## src/rtl/eth_pkg.sv

```systemverilog
// eth_pkg: frame phase encoding, schedule boundaries and fixed line dibits
// shared by the frame source and its helpers.
package eth_pkg;

    typedef enum logic [2:0] {
        PH_TAIL,
        PH_IFG,
        PH_PRE,
        PH_DEST,
        PH_SRC,
        PH_LEN,
        PH_DATA
    } phase_t;

    // First position of each phase; the data phase runs to the end of the frame.
    localparam int IFG_START  = 16;
    localparam int PRE_START  = 64;
    localparam int SFD_POS    = 95;
    localparam int DEST_START = 96;
    localparam int SRC_START  = 120;
    localparam int LEN_START  = 144;
    localparam int DATA_START = 152;

    localparam logic [1:0] PRE_DIBIT   = 2'b01;
    localparam logic [1:0] SFD_DIBIT   = 2'b11;
    localparam logic [1:0] BCAST_DIBIT = 2'b11;

    function automatic phase_t phase_of(input int pos);
        phase_t ph;
        if (pos < IFG_START)       ph = PH_TAIL;
        else if (pos < PRE_START)  ph = PH_IFG;
        else if (pos < DEST_START) ph = PH_PRE;
        else if (pos < SRC_START)  ph = PH_DEST;
        else if (pos < LEN_START)  ph = PH_SRC;
        else if (pos < DATA_START) ph = PH_LEN;
        else                       ph = PH_DATA;
        return ph;
    endfunction

endpackage

```

## src/rtl/byte_to_dibit.sv

```systemverilog
// byte_to_dibit: picks dibit sel of a byte, least-significant dibit first.
module byte_to_dibit (
    input  logic [7:0] data,
    input  logic [1:0] sel,
    output logic [1:0] dibit
);

    // sel 0 -> bits [1:0], sel 3 -> bits [7:6]
    always_comb begin
        dibit = data[1:0];
        case (sel)
            2'd1:    dibit = data[3:2];
            2'd2:    dibit = data[5:4];
            2'd3:    dibit = data[7:6];
            default: dibit = data[1:0];
        endcase
    end

endmodule

```

## src/rtl/eth_frame_source.sv

```systemverilog
// eth_frame_source: produces the dibit stream for eth_packer in lockstep with
// its fixed frame schedule. Payload bytes are buffered from an upstream FIFO.
// Optional macro ETH_SRC_SEQ_EN: first payload byte is an 8-bit frame counter.
module eth_frame_source
    import eth_pkg::*;
#(
    parameter int          PAYLOAD_BYTES = 5,
    parameter logic [47:0] SRC_MAC       = 48'h69695A065491
) (
    input  logic       clk,
    input  logic       rst_n,
    input  logic       in_valid,
    input  logic [7:0] in_data,
    output logic       in_ready,
    input  logic       stall,
    output logic       axiov,
    output logic [1:0] axiod,
    output logic       underrun,
    output logic       sync_err
);

    localparam int FRAME_LEN = DATA_START + 4 * PAYLOAD_BYTES;
    localparam int PW        = $clog2(FRAME_LEN);
`ifdef ETH_SRC_SEQ_EN
    localparam int SEQ_BYTES = 1;
`else
    localparam int SEQ_BYTES = 0;
`endif
    localparam int          FIFO_BYTES = PAYLOAD_BYTES - SEQ_BYTES;
    localparam int          FW         = $clog2(PAYLOAD_BYTES + 1);
    localparam logic [15:0] LEN_FIELD  = 16'(PAYLOAD_BYTES);

    logic [PW-1:0] p;
    logic [FW-1:0] fill;
    logic [7:0]    pay_mem [FIFO_BYTES];
    logic          stall_q;
    logic          active;
    int            pos;
    int            fill_w;
    int            off;
    int            slot;
    phase_t        ph;
    logic          last_pos;
    logic          resync;
    logic          accept;
    logic          in_data_ph;
    logic [7:0]    tx_byte;
    logic [47:0]   mac_shift;
    logic [1:0]    tx_dibit;

    assign pos        = int'(p);
    assign fill_w     = int'(fill);
    assign ph         = phase_of(pos);
    assign last_pos   = (pos == FRAME_LEN - 1);
    assign in_data_ph = (pos >= DATA_START);
    // A stall rise marks tail dibit 0 of the packer's frame.
    assign resync     = !stall_q && stall;

    // active keeps in_ready low in reset and for the first cycle after release
    assign in_ready = active && !in_data_ph && (fill_w < FIFO_BYTES);
    assign accept   = in_valid && in_ready;
    assign underrun = (pos == DATA_START) && (fill_w < FIFO_BYTES);

    // Frame position: free-running wrap, snapped to tail dibit 1 on a stall rise
    always_ff @(posedge clk or negedge rst_n) begin
        if (!rst_n) begin
            p       <= PW'(IFG_START);
            stall_q <= 1'b1;
            active  <= 1'b0;
        end else begin
            stall_q <= stall;
            active  <= 1'b1;
            if (resync)        p <= PW'(1);
            else if (last_pos) p <= '0;
            else               p <= p + 1'b1;
        end
    end

    // Fill count: grows on accept, emptied as the last data dibit goes out
    always_ff @(posedge clk or negedge rst_n) begin
        if (!rst_n)        fill <= '0;
        else if (last_pos) fill <= '0;
        else if (accept)   fill <= fill + 1'b1;
    end

    // Payload storage; stale contents are masked by fill so no reset needed
    always_ff @(posedge clk) begin
        for (int i = 0; i < FIFO_BYTES; i++) begin
            if (accept && fill_w == i) pay_mem[i] <= in_data;
        end
    end

    // Sticky loss-of-lock flag: stall must be low exactly in the data phase
    always_ff @(posedge clk or negedge rst_n) begin
        if (!rst_n)                    sync_err <= 1'b0;
        else if (stall == in_data_ph)  sync_err <= 1'b1;
    end

`ifdef ETH_SRC_SEQ_EN
    logic [7:0] seq;

    // Frame sequence number, advanced once the frame's last dibit is sent
    always_ff @(posedge clk or negedge rst_n) begin
        if (!rst_n)        seq <= '0;
        else if (last_pos) seq <= seq + 8'd1;
    end
`endif

    // Byte and dibit offset for the byte-serial phases
    always_comb begin
        tx_byte   = 8'h00;
        off       = 0;
        slot      = 0;
        mac_shift = SRC_MAC;
        case (ph)
            PH_SRC: begin
                off       = pos - SRC_START;
                mac_shift = SRC_MAC << (8 * (off >> 2));
                tx_byte   = mac_shift[47:40];
            end
            PH_LEN: begin
                off     = pos - LEN_START;
                tx_byte = ((off >> 2) == 0) ? LEN_FIELD[15:8] : LEN_FIELD[7:0];
            end
            PH_DATA: begin
                off  = pos - DATA_START;
                slot = (off >> 2) - SEQ_BYTES;
                for (int i = 0; i < FIFO_BYTES; i++) begin
                    if (slot == i && i < fill_w) tx_byte = pay_mem[i];
                end
`ifdef ETH_SRC_SEQ_EN
                if ((off >> 2) == 0) tx_byte = seq;
`endif
            end
            default: ;
        endcase
    end

    byte_to_dibit u_b2d (
        .data  (tx_byte),
        .sel   (off[1:0]),
        .dibit (tx_dibit)
    );

    // Line outputs decoded from position only; stall never reaches them
    always_comb begin
        axiov = 1'b0;
        axiod = 2'b00;
        case (ph)
            PH_PRE: begin
                axiov = 1'b1;
                axiod = (pos == SFD_POS) ? SFD_DIBIT : PRE_DIBIT;
            end
            PH_DEST: begin
                axiov = 1'b1;
                axiod = BCAST_DIBIT;
            end
            PH_SRC, PH_LEN, PH_DATA: begin
                axiov = 1'b1;
                axiod = tx_dibit;
            end
            default: ;
        endcase
    end

endmodule

```

## config.mk

```make
export PLATFORM = sky130hd
export DESIGN_NAME = eth_frame_source
export DESIGN_NICKNAME = d
export VERILOG_FILES = /design/src/rtl/eth_pkg.sv /design/src/rtl/byte_to_dibit.sv /design/src/rtl/eth_frame_source.sv
export SDC_FILE = /design/constraint.sdc
export NUM_CORES = 1
export LEC_CHECK = 0
export CAP_MARGIN = 20
export CELL_PAD_IN_SITES_DETAIL_PLACEMENT = 0
export CELL_PAD_IN_SITES_GLOBAL_PLACEMENT = 1
export CORE_ASPECT_RATIO = 0.9
export CORE_UTILIZATION = 30
export DETAILED_ROUTE_END_ITERATION = 8
export PLACE_DENSITY_LB_ADDON = 0.25
export SYNTH_ARGS = -nofsm -noshare
export SYNTH_HDL_FRONTEND = slang
export SYNTH_HIERARCHICAL = 1
export SYNTH_SLANG_ARGS = --single-unit
```

## constraint.sdc

```tcl
create_clock -name clk -period 6.13 [get_ports clk]
set_input_delay 1.226 -clock clk [delete_from_list [all_inputs] [get_ports clk]]
set_output_delay 1.226 -clock clk [all_outputs]
set_load 0.02 [all_outputs]
```

==> key figures, run 1 <==
Run status
  – Status: completed

STA
  – Fmax: 0.194 GHz
  – Crit share post-route: 84.0%
  – Period minus WS final: 5150 ps
  – Final Max Slew Viols: 0
  – RSZ-0062 raised after global routing: no
  – Slew margin rel.: 41.3%
  – Worst slew pin tran: slightly below 900 ps
  – Setup TNS: 0 ps
  – Hold Vio Cnt, Final: 0
  – Fin Clk Skew: approximately 17 ps
  – Setup violators final: 0

Detailed routing
  – Detailed Route WL: 6.78 mm
  – Via-to-Cell Ratio: 5.14
  – Detail Route Antenna Nets: 0
  – TritonRoute pass-1 iters: 4
  – Via count: 1928
  – WL/cell: around 18 um
  – DRT iter0 DRCs: roughly 130
  – DR DRC count: 0

Setup path
  – Crit start category: register
  – Crit end category: primary output
  – R2R depth: 5
  – R2R Path Start: p[3]
  – FF-to-FF setup slack: between 3000 and 4000 ps
  – FF-to-FF End: pay_mem[0][16]
  – Crit-path max FO: 21
  – Crit path DAT: 3930 ps
  – Critical Path RT: 4900 ps
  – Setup Crit Path Kind: register to primary output

CTS
  – # hold bufs at CTS: 0
  – CTS Buf Count: 5
  – Post-CTS setup buffers: 0
  – Clock transition at path regs: ~120 ps
  – Bufs on Longest Clock Path: 2
  – Root Buffer: clkbuf_8
  – H-tree Lvls: 2
  – Clk_lat worst skew: 310 ps
  – CTS tree: done
  – Cts repair resizes: 0
  – Clock Sinks: 54

Global route
  – Initial antenna violation count: 0
  – First-pass GRT wire length: 10.8 mm
  – Global route overflow: 0
  – Largest net degree at the start of global routing: 31
  – Global Route Usage Sum: 14.5%
  – Vias in the first global route: between 1500 and 2000

Synth
  – Post-Syn Nets: 266
  – EDFF count, synth: 40
  – Avg Cell Area, Syn: 11.5 um2
  – Synth Area in Compound Gates: 14.8%
  – Post-synth ARST share: between 20 and 30%
  – Post-synthesis cell count: 246
  – Post-Syn Area: 2830 um2
  – #FFs+latches synth: 54
  – Synth cell types: 52
  – Largest family of logic cells by synthesized area: simple AND/OR/NAND/NOR gates
  – Synth warn: 6
  – Seq/Total Area, Yosys: between 50% and 60%
  – Synthesized-area fraction occupied by adder cells: 3.90%
  – Mux cell area share after synthesis: 2.21%
  – Post-synthesis xor/xnor area fraction: 3.10%
  – Commonest register cell after synthesis: edfxtp_1
  – Synth Area in Simple Gates: 16.1%

Pwr
  – P_leak: 1.11 nW
  – Pwr Density: around 330 nW/um2
  – Worst VDD drop: approximately 0.00011 V

Worst hold path
  – Worst Hold Launch: sync_err
  – WHS Path Cells: 1
  – Hold endpoint: sync_err
  – Hold Crit Class: register to register

Finish
  – Number of fill cells in the layout: 915
  – N_diodes: 0
  – Share of layout cells above drive strength 1: 8.30%
  – Post-layout nets: 272
  – Final core occ: 34.6%
  – Area grow syn2layout: 11.6%

Place
  – DP Wirelength: 4.80 mm
  – GP Congestion: 0.813
  – Port Buffer Count: 17

Die
  – # rows: 33
  – DIE HEIGHT: 94.1 um
  – IO Pins: 18
  – Starting density of the core: 31.0%
  – Core Area: 9130 um2
  – Die Span X: around 100 um
  – Die Footprint: 9810 um2

Job
  – Max Cap Violations: 0
flip-flops by register name, summed over array words and instances (netlist names):
| name | count |
|---|---|
| stall_q | 1 |
| fill | 3 |
| pay_mem | 40 |
| p | 8 |
| active | 1 |
| sync_err | 1 |
how the worst max path moves through the flow:
stage,from,to
2_1_floorplan,p[4],axiod[0]
4_1_cts,p[3],axiod[0]
6_report,p[3],axiod[0]
3_5_place_dp,p[3],axiod[0]
3_3_place_gp,p[3],axiod[1]
5_1_grt,p[3],axiod[1]
placed cells by master, fill, tap and decap left out, types with 2 or more instances in the layout:
master / count
nand2_1: 8
a22o_1: 5
a21o_1: 3
xor2_1: 4
nor2_1: 21
dfstp_2: 2
and2_1: 4
clkdlybuf4s50_1: 17
clkinv_4: 2
ha_1: 8
and3_1: 7
nor3_1: 4
dfrtp_1: 12
o21a_1: 3
nand2b_1: 4
xnor2_1: 6
nand3_1: 9
mux4_1: 2
o21ai_0: 6
inv_1: 9
a22oi_1: 4
a21oi_1: 12
edfxtp_1: 40
a221o_1: 5
o22ai_1: 8
clkbuf_8: 5
nand4_1: 17
stage by stage:
step           cell area, um2  power [mW]  hold WS [ps]  worst slack, ps  std cells
2_1_floorplan            2830       0.723           531             2370        246
3_3_place_gp             3060       0.830           455             1430        367
3_5_place_dp             3060       0.832           458             1370        367
4_1_cts                  3150        1.05           486             1010        375
5_1_grt                  3150        1.10           501              752        375
6_report                 3150        1.04           477              978        375
cell type report:
| class | count | area, um2 | share of cell area [%] |
|---|---|---|---|
| well taps | 122 | 153 | 4.84 |
| repair buffers | 18 | 178 | 5.63 |
| inverters | 9 | 33.8 | 1.07 |
| clock inverters | 3 | 28.8 | 0.913 |
| flip-flops and latches | 54 | 1550 | 49.3 |
| clock buffers | 5 | 68.8 | 2.18 |
| multi-input cells | 164 | 1140 | 36.1 |
kinds of logic after synthesis:
family                   Yosys count
XOR/XNOR                          10
AND/OR/NAND/NOR                   84
adder cells (fa/ha/maj)            9
flip-flops                        54
multiplexers                       3
other                              1
buffers and inverters             28
AO/OA/AOI/OAI                     57
worst max-delay path, cell delays in order, from the launching register on:
cell and delay [ps]:
dfrtp_1 790, ha_1 460, nand2b_2 120, o21bai_2 530
a21oi_1 160, a221o_1 330, mux4_1 480, o21a_1 220
clkdlybuf4s50_1 530
synthesized netlist by cell type, drive strengths merged (3+ instances only):
cell	instances	area share (%)
a21o	3	0.80
a21oi	12	2.1
a221o	5	1.8
a22o	5	1.5
a22oi	4	1.1
and2	4	0.89
and3	8	1.8
buf	12	2.7
clkbuf	7	0.93
dfrtp	12	11
edfxtp	40	42
ha	8	3.5
inv	9	1.2
nand2	8	1.1
nand2b	5	1.2
nand3	9	1.6
nand4	17	3.8
nor2	21	2.8
nor3	4	0.71
o21a	3	0.80
o21ai	7	1.4
o22ai	8	1.8
xnor2	6	1.9
xor2	4	1.2
power breakdown:
| part | switching, mW | total, mW | internal (mW) |
|---|---|---|---|
| clock | 0.131 | 0.216 | 0.0851 |
| combinational | 0.210 | 0.325 | 0.115 |
| sequential | 0.0691 | 0.497 | 0.428 |
per-layer routing:
layer / vias to the layer above / share of wire (%) / GRT usage, %
li1: 945 / - / -
met1: 954 / 50 / 20.3
met2: 27 / 45 / 22.9
met3: 2 / 3.5 / 2.98
met4: 0 / 0.47 / 3.57
met5: - / 0 / 0
Note: power is estimated with default switching activity, not from simulation.
==> run 2, diff against run 1 <==
==> constraint.sdc (replaced) <==
create_clock -name clk -period 5.38 [get_ports clk]
set_input_delay 1.076 -clock clk [delete_from_list [all_inputs] [get_ports clk]]
set_output_delay 1.076 -clock clk [all_outputs]
set_load 0.02 [all_outputs]
==> run 2 against run 1 <==
  * Clock power rose by 14%
  * Non-clock buffer count is the same
  * Cell count did not move
  * Utilization stayed put
  * Setup slack worse by 580 ps
  * First-iteration DRC count down 3.7%
  * Critical endpoint is now axiod[1]
  * Total power up 14%
  * Routed wire length fell by 4.2%
  * Critical path type unchanged
  * Final area did not move
==> key figures, run 2 (synthesis gave the netlist of run 1 again) <==
Run status
  – Status: completed

CTS
  – H-tree Lvls: 2 (unchanged)
  – Clock transition at path regs: 110 ps (about the same)
  – CTS tree: done
  – # hold bufs at CTS: 0 (unchanged)
  – CTS Buf Count: 5 (unchanged)
  – Post-CTS setup buffers: 0 (unchanged)
  – Clock Sinks: 54 (unchanged)
  – Cts repair resizes: 0 (unchanged)
  – Clk_lat worst skew: 320 ps (about the same)
  – Root Buffer: clkbuf_8
  – Bufs on Longest Clock Path: 2 (unchanged)

Setup path
  – Slowest CP cell: dfrtp_1
  – Crit path DAT: 3910 ps (-20 ps)
  – CP dominant cell by count: nor2_1
  – Critical Path RT: 4300 ps (-600 ps)
  – Crit-path max FO: 21 (unchanged)
  – Timing endpoint of the critical path: axiod[1]
  – Crit end category: primary output
  – R2R Path Start: p[3]
  – Cell Chain, Critical Path: ha_1, nand2b_2, o21bai_2, a21oi_1, a221o_1, mux4_1, nor2_1, nor2_1, clkdlybuf4s50_1
  – Crit path max-delay family: compound AO/OA/AOI/OAI gates
  – Crit path largest cell delay: 800 ps (about the same)
  – Number of cells on the critical path: 9 (+1)
  – Crit start category: register
  – FF-to-FF setup slack: 2430 ps (-750 ps)
  – FF-to-FF End: pay_mem[0][17]
  – Worst Path Buf+Inv: 1 (unchanged)
  – R2R depth: 5 (unchanged)
  – Setup Crit Path Kind: register to primary output
  – Crit. Startpoint: p[3]

STA
  – Setup TNS: 0 ps (unchanged)
  – Final Max Slew Viols: 0 (unchanged)
  – Setup violators final: 0 (unchanged)
  – Fin Clk Skew: 12.6 ps (-4.10 ps)
  – Crit share post-route: just over 90%
  – RSZ-0062 raised after global routing: no
  – Period minus WS final: about 5000 ps
  – Fin Hold WS: 485 ps (+7.61 ps)
  – Fmax: 0.201 GHz
  – Hold Vio Cnt, Final: 0 (unchanged)
  – Slew margin rel.: 44.4% (+3.1 points)
  – Final WS setup: 399 ps (-580 ps)
  – Worst slew pin tran: 827 ps (-46.2 ps)

Die
  – Starting density of the core: 31.0% (unchanged)
  – Die Footprint: 9810 um2 (unchanged)
  – IO Pins: 18 (unchanged)
  – DIE HEIGHT: 94.1 um (unchanged)
  – # rows: 33 (unchanged)
  – Core Area: 9130 um2 (unchanged)
  – Die Span X: 104 um (unchanged)

Place
  – GP Congestion: 0.797 (-1.9%)
  – Inst Count DP: 367 (unchanged)
  – Worst slack at placement: 762 ps (-603 ps)
  – Port Buffer Count: 17 (unchanged)
  – DP Wirelength: 4.64 mm (-3.2%)

Job
  – Max Cap Violations: 0 (unchanged)

Detailed routing
  – DR DRC count: 0 (unchanged)
  – Detailed Route WL: 6.50 mm (-4.2%)
  – TritonRoute pass-1 iters: 4 (unchanged)
  – WL/cell: 17.3 um (-4.2%)
  – Detail Route Antenna Nets: 0 (unchanged)
  – DRT iter0 DRCs: 129 (-3.7%)
  – Via count: 1920 (-0.41%)
  – Via-to-Cell Ratio: 5.12 (-0.41%)

Pwr
  – Worst VDD drop: 0.000154 V (+38%)
  – Pwr Density: 375 nW/um2 (+14%)
  – P_leak: 1.11 nW (unchanged)
  – Tot Pwr: 1.18 mW (+14%)

Finish
  – N_diodes: 0 (unchanged)
  – Number of fill cells in the layout: 913 (-0.22%)
  – Commonest non-fill, non-tap cell in the layout: edfxtp_1
  – Post-layout nets: 272 (unchanged)
  – Area grow syn2layout: 11.6% (unchanged)
  – Most frequent cells in the layout: 40 x edfxtp_1, 21 x nor2_1, 17 x nand4_1, 17 x clkdlybuf4s50_1
  – Largest register FFs: 40 (unchanged)
  – Top Registers: pay_mem: 40 flops, p: 8 flops, fill: 3 flops
  – Share of layout cells above drive strength 1: 8.30% (unchanged)
  – Most flops, register: pay_mem
  – Post-Layout Cell Count: 375 (unchanged)

Global route
  – Vias in the first global route: 1922 (+2.4%)
  – Global route overflow: 0 (unchanged)
  – Initial antenna violation count: 0 (unchanged)
  – First-pass GRT wire length: 10.7 mm (-1.3%)
  – Global Route Usage Sum: 14.2% (-0.33 points)
  – Largest net degree at the start of global routing: 30 (-3.2%)

Worst hold path
  – Hold Crit Class: register to register
run 2: metrics by stage:
stage / cell area, um2 / utilization (%)
after floorplan: 2830 / -
after global placement: 3060 / 33.5
after detailed placement: 3060 / 33.5
after CTS: 3150 / 34.6
after global routing: 3150 / 34.6
final: 3150 / 34.6
run 2: layout make-up:
| cell class | count | area, um2 | area share [%] |
|---|---|---|---|
| Timing Repair Buffer | 18 | 178 | 5.63 |
| Clock inverter | 3 | 28.8 | 0.913 |
| Tap cell | 122 | 153 | 4.84 |
| Sequential cell | 54 | 1550 | 49.3 |
| Clock buffer | 5 | 68.8 | 2.18 |
| Multi-Input combinational cell | 164 | 1140 | 36.1 |
| Inverter | 9 | 33.8 | 1.07 |
run 2: worst min-delay path by stage:
stage | start | to | slack, ps | depth (start not counted)
floorplan | p[0] | p[0] | 530 | 1
global placement | sync_err | sync_err | 460 | 1
detailed placement | sync_err | sync_err | 460 | 1
CTS | sync_err | sync_err | 490 | 1
global route | sync_err | sync_err | 520 | 1
finish | sync_err | sync_err | 480 | 1
run 2: report_power, final:
part           internal, mW  total, mW  switching [mW]
sequential            0.488      0.569          0.0810
clock                0.0969      0.246           0.149
combinational         0.130      0.366           0.236
total                 0.715       1.18           0.466
run 2: metal layers:
layer  track usage [%]  up-vias  wire length (um)
met2              22.1       34              2950
met4              4.05        0                65
met1              20.0      936              3250
met3              2.77        6               229
li1                  -      944                 -
met5                 0        -                 0
==> run 3, diff against run 2 <==
==> constraint.sdc (replaced) <==
create_clock -name clk -period 5.3 [get_ports clk]
set_input_delay 1.06 -clock clk [delete_from_list [all_inputs] [get_ports clk]]
set_output_delay 1.06 -clock clk [all_outputs]
set_load 0.02 [all_outputs]
==> run 3 against run 2 <==
  * Cell count unchanged
  * Clock power about the same
  * Flip-flop and latch count unchanged
==> key figures, run 3 (synthesis gave the netlist of run 1 again) <==
Setup path
  – FF-to-FF setup slack: 2320 ps (-110 ps)
  – Crit path DAT: 3910 ps (about the same)
  – Crit-path max FO: 21 (unchanged)
  – Critical Path RT: 4240 ps (-60 ps)
  – Slowest CP cell: dfrtp_1
  – Crit end category: primary output
  – Cell Chain, Critical Path: ha_1, nor3b_1, o21bai_1, and2_1, a22o_1, a221o_1, mux4_1, nor2_1, nor2_1, clkdlybuf4s50_1
  – Worst Path Buf+Inv: 1 (unchanged)
  – Crit path largest cell delay: 800 ps (about the same)
  – Crit start category: register
  – Crit path max-delay family: flip-flops
  – Setup Crit Path Kind: register to primary output
  – CP dominant cell by count: nor2_1

STA
  – Hold Vio Cnt, Final: 0 (unchanged)
  – Setup TNS: 0 ps (unchanged)
  – Final Max Slew Viols: 0 (unchanged)
  – RSZ-0062 raised after global routing: no
  – Fin Clk Skew: 10.3 ps (-2.35 ps)
  – Slew margin rel.: 46.4% (+2.1 points)
  – Fmax: 0.201 GHz
  – Setup violators final: 0 (unchanged)
  – Fin Hold WS: 487 ps (+1.96 ps)
  – Crit share post-route: 93.7%
  – Worst slew pin tran: 796 ps (-30.7 ps)
  – Period minus WS final: 4970 ps

Pwr
  – Pwr Density: 380 nW/um2 (+1.4%)
  – Power share of the combinational group: 30.4% (-0.6 points)
  – Internal Dissipation: 0.725 mW (+1.4%)
  – Sequential power share: 49.1% (+0.9 points)
  – Tot Pwr: 1.20 mW (+1.4%)
  – P_leak: 1.11 nW (unchanged)
  – Clock power share: 20.6% (-0.2 points)
  – Worst VDD drop: 0.000124 V (-20%)
  – Sw Pwr: 0.472 mW (+1.4%)
  – Sw Share: 39.5% (about the same)

Die
  – IO Pins: 18 (unchanged)
  – # rows: 33 (unchanged)
  – Core Area: 9130 um2 (unchanged)
  – Starting density of the core: 31.0% (unchanged)
  – Die Span X: 104 um (unchanged)
  – DIE HEIGHT: 94.1 um (unchanged)
  – Die Footprint: 9810 um2 (unchanged)

Detailed routing
  – TritonRoute pass-1 iters: 4 (unchanged)
  – DR DRC count: 0 (unchanged)
  – Detail Route Antenna Nets: 0 (unchanged)
  – DRT iter0 DRCs: 108 (-16%)
  – Detailed Route WL: 6.62 mm (+1.8%)
  – Via count: 1947 (+1.4%)
  – WL/cell: 17.6 um (+1.8%)
  – Via-to-Cell Ratio: 5.19 (+1.4%)

CTS
  – # hold bufs at CTS: 0 (unchanged)
  – Root Buffer: clkbuf_8
  – Clk_lat worst skew: 310 ps (about the same)
  – Cts repair resizes: 0 (unchanged)
  – CTS Buf Count: 5 (unchanged)
  – CTS tree: done
  – Post-CTS setup buffers: 0 (unchanged)
  – Clock transition at path regs: 110 ps (about the same)
  – H-tree Lvls: 2 (unchanged)
  – Bufs on Longest Clock Path: 2 (unchanged)
  – Clock Sinks: 54 (unchanged)

Place
  – Inst Count DP: 367 (unchanged)
  – GP Congestion: 0.822 (+3.0%)
  – DP Wirelength: 4.65 mm (about the same)
  – Port Buffer Count: 17 (unchanged)

Finish
  – Share of layout cells above drive strength 1: 8.30% (unchanged)
  – Top Registers: pay_mem: 40 flops, p: 8 flops, fill: 3 flops
  – Commonest non-fill, non-tap cell in the layout: edfxtp_1
  – Most frequent cells in the layout: 40 x edfxtp_1, 21 x nor2_1, 17 x nand4_1, 17 x clkdlybuf4s50_1
  – N_diodes: 0 (unchanged)
  – Area of the multi-input gates: 1140 um2 (unchanged)
  – Most flops, register: pay_mem
  – Seq. cell area: 1550 um2 (unchanged)
  – Area grow syn2layout: 11.6% (unchanged)
  – Number of fill cells in the layout: 925 (+1.3%)
  – Post-Layout Cell Count: 375 (unchanged)
  – Post-layout nets: 272 (unchanged)
  – Largest register FFs: 40 (unchanged)
  – Final core occ: 34.6% (unchanged)

Global route
  – Largest net degree at the start of global routing: 22 (-27%)
  – Vias in the first global route: 1909 (-0.68%)
  – Global Route Usage Sum: 14.4% (+0.22 points)
  – Initial antenna violation count: 0 (unchanged)
  – Global route overflow: 0 (unchanged)
  – First-pass GRT wire length: 10.7 mm (+0.65%)

Run status
  – Status: completed

Worst hold path
  – Hold Crit Class: register to register

Job
  – Max Cap Violations: 0 (unchanged)
-- run 3: cell counts in the layout (fill, tap and decap cells not counted) --
Identical to the previous run, type by type.
-- run 3: layer usage --
layer	wire [um]	track usage, %
met4	60	3.81
met3	170	2.57
met5	0	0
met2	2920	22.5
met1	3470	20.4
-- run 3: path summary, 6_finish.rpt --
check / startpoint / endpoint / cells past startpoint
setup reg to reg: p[3] / pay_mem[0][16] / 5
max in group asynchronous: rst_n / fill[1] / 1
hold reg to reg: sync_err / sync_err / 1
setup / recovery: p[3] / axiod[1] / 10
hold / removal: sync_err / sync_err / 1
min in group asynchronous: rst_n / p[3] / 1
-- run 3: metrics by stage --
stage / setup WS, ps / area (um2)
global placement: 773 / 3060
finish: 333 / 3150
floorplan: 1700 / 2830
detailed placement: 734 / 3060
CTS: 363 / 3150
global route: 104 / 3150
-- run 3: power by group through the flow --
stage	Combinational [mW]	Sequential (mW)	Clock, mW
finish	0.364	0.587	0.246
global route	0.406	0.599	0.272
CTS	0.364	0.586	0.254
detailed placement	0.362	0.595	0
global placement	0.367	0.594	0
floorplan	0.307	0.529	0
-- run 3: layout make-up --
| cell class | count | area share (%) |
|---|---|---|
| flip-flops and latches | 54 | 49.3 |
| clock inverters | 3 | 0.913 |
| multi-input cells | 164 | 36.1 |
| clock buffers | 5 | 2.18 |
| repair buffers | 18 | 5.63 |
| inverters | 9 | 1.07 |
| well taps | 122 | 4.84 |
-- run 3: worst reg2reg max path: stages (launching register included) --
cell and delay [ps]:
dfrtp_1 650, ha_1 460, o31ai_1 400, and3_1 250
and2_1 300, and3_1 550
